==> config.mk <==
export PLATFORM = sky130hd
export DESIGN_NAME = fir_tap_loader
export DESIGN_NICKNAME = d
export VERILOG_FILES = /design/src/rtl/fir_tap_loader.sv
export SDC_FILE = /design/constraint.sdc
export NUM_CORES = 2
export LEC_CHECK = 0
export CORE_MARGIN = 3
export CORE_UTILIZATION = 28
export CTS_CLUSTER_DIAMETER = 80
export DETAILED_ROUTE_END_ITERATION = 6
export PLACE_DENSITY_LB_ADDON = 0.08
export SYNTH_ARGS = -nofsm -noshare
export SYNTH_HDL_FRONTEND = slang
export SYNTH_SLANG_ARGS = --single-unit
==> constraint.sdc <==
create_clock -name clk -period 51.4 [get_ports clk]
set_input_delay 5.14 -clock clk [delete_from_list [all_inputs] [get_ports clk]]
set_output_delay 5.14 -clock clk [all_outputs]
set_load 0.005 [all_outputs]
==> src/rtl/fir_tap_loader.sv <==
// fir_tap_loader
// ---------------------------------------------------------------------------
// Loads a new bank of FIR coefficients one word at a time into a shadow
// buffer and then publishes the whole bank to the filter in a single cycle.
// The filter therefore never sees a half-loaded bank.
//
// Configuration macro:
//   TAP_LOADER_SYMMETRIC_EN  when defined, only ceil(NUMBER_OF_TAPS/2) words
//                            are loaded. Each word is written to both h[i]
//                            and h[NUMBER_OF_TAPS-1-i], which suits a
//                            linear-phase (symmetric) filter.
//
// Ports:
//   clk         rising-edge clock
//   rst         asynchronous, active-high reset
//   load_start  one-cycle request to begin (or restart) a coefficient load
//   tap_valid   tap_data carries a coefficient
//   tap_data    signed coefficient word; the first accepted word is h[0]
//   tap_ready   high while a load is accepting words
//   h           active coefficient bank, driven to the FIR filter
//   busy        high while a load or commit is in progress
//   done        one-cycle pulse when a new bank becomes active
//   abort       one-cycle pulse when an in-progress load is restarted
// ---------------------------------------------------------------------------
module fir_tap_loader #(
  parameter int NUMBER_OF_TAPS = 63,
  parameter int DATA_WIDTH     = 10
) (
  input  logic                         clk,
  input  logic                         rst,
  input  logic                         load_start,
  input  logic                         tap_valid,
  input  logic signed [DATA_WIDTH-1:0] tap_data,
  output logic                         tap_ready,
  output logic signed [DATA_WIDTH-1:0] h [0:NUMBER_OF_TAPS-1],
  output logic                         busy,
  output logic                         done,
  output logic                         abort
);

`ifdef TAP_LOADER_SYMMETRIC_EN
  localparam int LOAD_COUNT = (NUMBER_OF_TAPS + 1) / 2;
`else
  localparam int LOAD_COUNT = NUMBER_OF_TAPS;
`endif

  localparam int CNT_W = (LOAD_COUNT > 1) ? $clog2(LOAD_COUNT) : 1;
  localparam logic [CNT_W-1:0] LAST_IDX = CNT_W'(LOAD_COUNT - 1);

  typedef enum logic [1:0] {
    S_IDLE   = 2'd0,
    S_LOAD   = 2'd1,
    S_COMMIT = 2'd2
  } state_t;

  state_t                         state_q, state_d;
  logic [CNT_W-1:0]               count_q, count_d;
  logic signed [DATA_WIDTH-1:0]   shadow_q [0:LOAD_COUNT-1];
  logic signed [DATA_WIDTH-1:0]   shadow_d [0:LOAD_COUNT-1];
  logic signed [DATA_WIDTH-1:0]   h_q      [0:NUMBER_OF_TAPS-1];
  logic signed [DATA_WIDTH-1:0]   h_d      [0:NUMBER_OF_TAPS-1];
  logic signed [DATA_WIDTH-1:0]   commit_bank [0:NUMBER_OF_TAPS-1];
  logic                           done_q, done_d;
  logic                           abort_q, abort_d;

  // Static shadow-to-bank routing. In the plain build this is the identity.
  // In the symmetric build the upper half of the bank mirrors the lower half.
  for (genvar gi = 0; gi < NUMBER_OF_TAPS; gi++) begin : g_map
    localparam int SRC = (gi < LOAD_COUNT) ? gi : (NUMBER_OF_TAPS - 1 - gi);
    assign commit_bank[gi] = shadow_q[SRC];
  end

  // Next-state / datapath
  always_comb begin
    state_d  = state_q;
    count_d  = count_q;
    shadow_d = shadow_q;
    h_d      = h_q;
    done_d   = 1'b0;
    abort_d  = 1'b0;
    case (state_q)
      S_IDLE: begin
        if (load_start) begin
          state_d = S_LOAD;
          count_d = '0;
        end
      end
      S_LOAD: begin
        // A restart has priority over a word presented in the same cycle.
        // That word is dropped so the new load begins cleanly at h[0].
        if (load_start) begin
          count_d = '0;
          abort_d = 1'b1;
        end else if (tap_valid) begin
          shadow_d[count_q] = tap_data;
          if (count_q == LAST_IDX) begin
            count_d = '0;
            state_d = S_COMMIT;
          end else begin
            count_d = count_q + CNT_W'(1);
          end
        end
      end
      S_COMMIT: begin
        // load_start is deliberately ignored here; the commit always completes.
        h_d     = commit_bank;
        done_d  = 1'b1;
        state_d = S_IDLE;
      end
      default: state_d = S_IDLE;
    endcase
  end

  // State and bank registers
  always_ff @(posedge clk or posedge rst) begin
    if (rst) begin
      state_q <= S_IDLE;
      count_q <= '0;
      done_q  <= 1'b0;
      abort_q <= 1'b0;
      for (int i = 0; i < LOAD_COUNT; i++) begin
        shadow_q[i] <= '0;
      end
      for (int i = 0; i < NUMBER_OF_TAPS; i++) begin
        h_q[i] <= '0;
      end
    end else begin
      state_q  <= state_d;
      count_q  <= count_d;
      done_q   <= done_d;
      abort_q  <= abort_d;
      shadow_q <= shadow_d;
      h_q      <= h_d;
    end
  end

  assign tap_ready = (state_q == S_LOAD);
  assign busy      = (state_q != S_IDLE);
  assign done      = done_q;
  assign abort     = abort_q;
  assign h         = h_q;

endmodule

==> qor.txt <==
status: finished, final reports clean
Final Hold Vio Count: 0
Post-Synthesis Cells: 4151
Avg WL per Cell: 22.8 µm
pre-CTS setup slack: 41.05 ns
largest family of logic cells by synthesized area: simple AND/OR/NAND/NOR gates
share of the synthesized area in the top cell type: 0.659
Die H: 421 µm
layout cells sized above 1: 0.201
CTS hold repair buffers: 0
initial antenna violation count: 7
Post-Syn Area: 48200 µm²
drt initial violations: 1820
post-CTS setup buffer count: 0
CP required: 52.16 ns
num rows: 151
Critical Path AT: 9.99 ns
vias post-DR: 31601
Initial Utilization: 0.283
DR DRC count: 0
post-synthesis compound-gate area fraction: 0.00158
clk_lat worst skew: 0.77 ns
Tot GR Track Use: 0.184
first-pass GRT wire length: 237000 µm
Post-Synth XOR/XNOR Area: 0
number of placed I/O pins: 648
Syn Area/Cell: 11.6 µm²
max-slew violation count: 0
worst ir drop on vdd: 0.0307 mV
Pwr Density: 35.1 nW/µm²
CTS Root Cell: clkbuf_16
net count after synthesis: 4167
Hold Crit Depth: 2
total power: 2.18 mW
FF-to-FF path depth: 6
grt ovf: 0
sequential fraction of the synthesis area: 0.659
Post-synth top flop: dfrtp_1
Post-synth ARST share: 1.00
Yosys cell types: 48
top post-synthesis cells by area: dfrtp_1, nand2_1, mux2_2
final period utilization: 0.179
I/O Buffers: 647
Core ar.: 170000 µm²
class of the worst hold path: register to register
Max Clk Rate: 0.108 GHz
TritonCTS clock tree: yes
RSZ-0062 raised after global routing: false
Startpoint Class: primary input
First-pass DRT Iterations: 4
CP Class: primary input to async pin
total CTS buffers: 153
CTS clk-pin slew, worst paths: 0.06 ns
Nets: 4783
hpwl dp: 101000 µm
worst slew margin relative to its limit: 0.174
DR vias/cell: 4.39
#FFs+latches synth: 1270
final setup fails: 0
routability cong.: 0.737
Area Overhead vs Synth: 28.9%
Post-Route WL: 164000 µm
H-tree Lvls: 4
critical path endpoint category: async pin
Placement Cell Area: 57000 µm²
vias in the first global route: 32388
Final ANT Viol Nets: 0
max cap viols: 0
Synth area leader: dfrtp_1
simple-gate share of the synthesized area: 0.170
Slew @ Worst Pin: 1.24 ns
worst-path fanout max: 78
die area: 177000 µm²
Warnings, synthesis: 0
post-synthesis adder-cell area fraction: 0.000519
pin count of the biggest net entering global routing: 184
Pleak: 32.3 nW
Tmin final: 9.23 ns
clk sink count: 1270
EDFF count, synth: 0
die width: 421 µm
buffer depth of the longest clock path: 3
total negative slack: 0 ns
multiplexer area fraction after synthesis: 0.149
Clock Skew: 0.0389 ns
post_cts resized: 0
post-route cell area: 62100 µm²
hold slack: 0.426 ns
setup ws final: 42.17 ns
## per-stage QoR
step	utilization	cells
global route	0.365	7187
CTS	0.365	7185
detailed placement	0.335	6907
global placement	0.335	6907
floorplan	-	4151
finish	0.365	7192
## cell type report
cell class | instances | area [µm²]
inverters | 5 | 36.3
flip-flops and latches | 1270 | 31800
fillers | 16980 | 108000
well taps | 2295 | 2870
diodes | 7 | 17.5
clock buffers | 246 | 4680
clock inverters | 32 | 422
multi-input cells | 2649 | 15500
repair buffers | 688 | 6840
## power by group
| group | internal [mW] | switching (mW) | total [mW] | leakage, nW |
|---|---|---|---|---|
| clock | 0.646 | 0.441 | 1.09 | 2.50 |
| sequential | 1.02 | 0.0107 | 1.03 | 17.7 |
| combinational | 0.0212 | 0.0454 | 0.0666 | 12.1 |
## path summary, 6_finish.rpt
path                                   from          endpoint  slack, ns
setup / recovery                        rst  commit_bank[297]      42.17
hold / removal             commit_bank[214]            h[214]       0.43
setup reg to reg                 state_q[1]            h[115]      47.71
hold reg to reg            commit_bank[214]            h[214]       0.43
max in group clk                 load_start  commit_bank[470]      44.02
min in group asynchronous               rst            h[104]       4.83
## registers in the layout, indices dropped and copies added (netlist names)
signal and cells:
h 630, done 1, state_q 2, count_q 6
commit_bank 630, abort 1
## layout by cell type (no fill, tap or decap), types with 4 or more instances in the layout
master | Yosys | routed
bufinv_16 | 0 | 4
nor2_1 | 7 | 7
nand2_2 | 24 | 24
clkbuf_16 | 0 | 157
dfrtp_1 | 1270 | 1270
mux2_2 | 602 | 602
clkinv_2 | 0 | 13
o21ai_0 | 5 | 5
nor2_2 | 6 | 6
clkinv_8 | 0 | 4
buf_12 | 2 | 6
buf_4 | 1 | 41
clkbuf_8 | 0 | 42
clkbuf_1 | 185 | 47
nor2_8 | 24 | 24
diode_2 | 0 | 7
nor3b_1 | 4 | 4
mux2_4 | 20 | 20
nand2_1 | 1902 | 1902
clkdlybuf4s50_1 | 0 | 637
mux2_1 | 9 | 9
## logic make-up after synthesis
family          count (synthesis)
compound gates                 12
buf+inv                       232
simple gates                 2004
mux                           631
fa+ha+maj                       2
flops                        1270
## per-layer routing
metal  global-route usage  vias to the layer above  routed length [µm]
met5                    0                        -                   0
met1                0.237                    16339               71100
met3               0.0316                      177                6220
met4               0.0559                        0                4520
met2                0.316                      566               82400
li1                     -                    14519                   -
## cell usage after synthesis, types with 3 or more instances
cell type     n
nor2_1        7
nor2_2        6
dfrtp_1    1270
nor3_1        3
nor2_8       24
clkbuf_1    185
mux2_1        9
mux2_2      602
buf_1        28
nand2_1    1902
mux2_4       20
nor3b_1       4
buf_2         8
or2_2         3
nand2_2      24
o21ai_0       5
or3_1         3
a22o_1        3
## worst max-delay path, stage by stage
cell and delay, ns:
clkdlybuf4s50_1 0.49, inv_8 0.42, buf_4 0.71, buf_4 0.79
buf_4 0.73, buf_4 0.62, buf_4 0.85
Power figures use the tool's default switching activity.
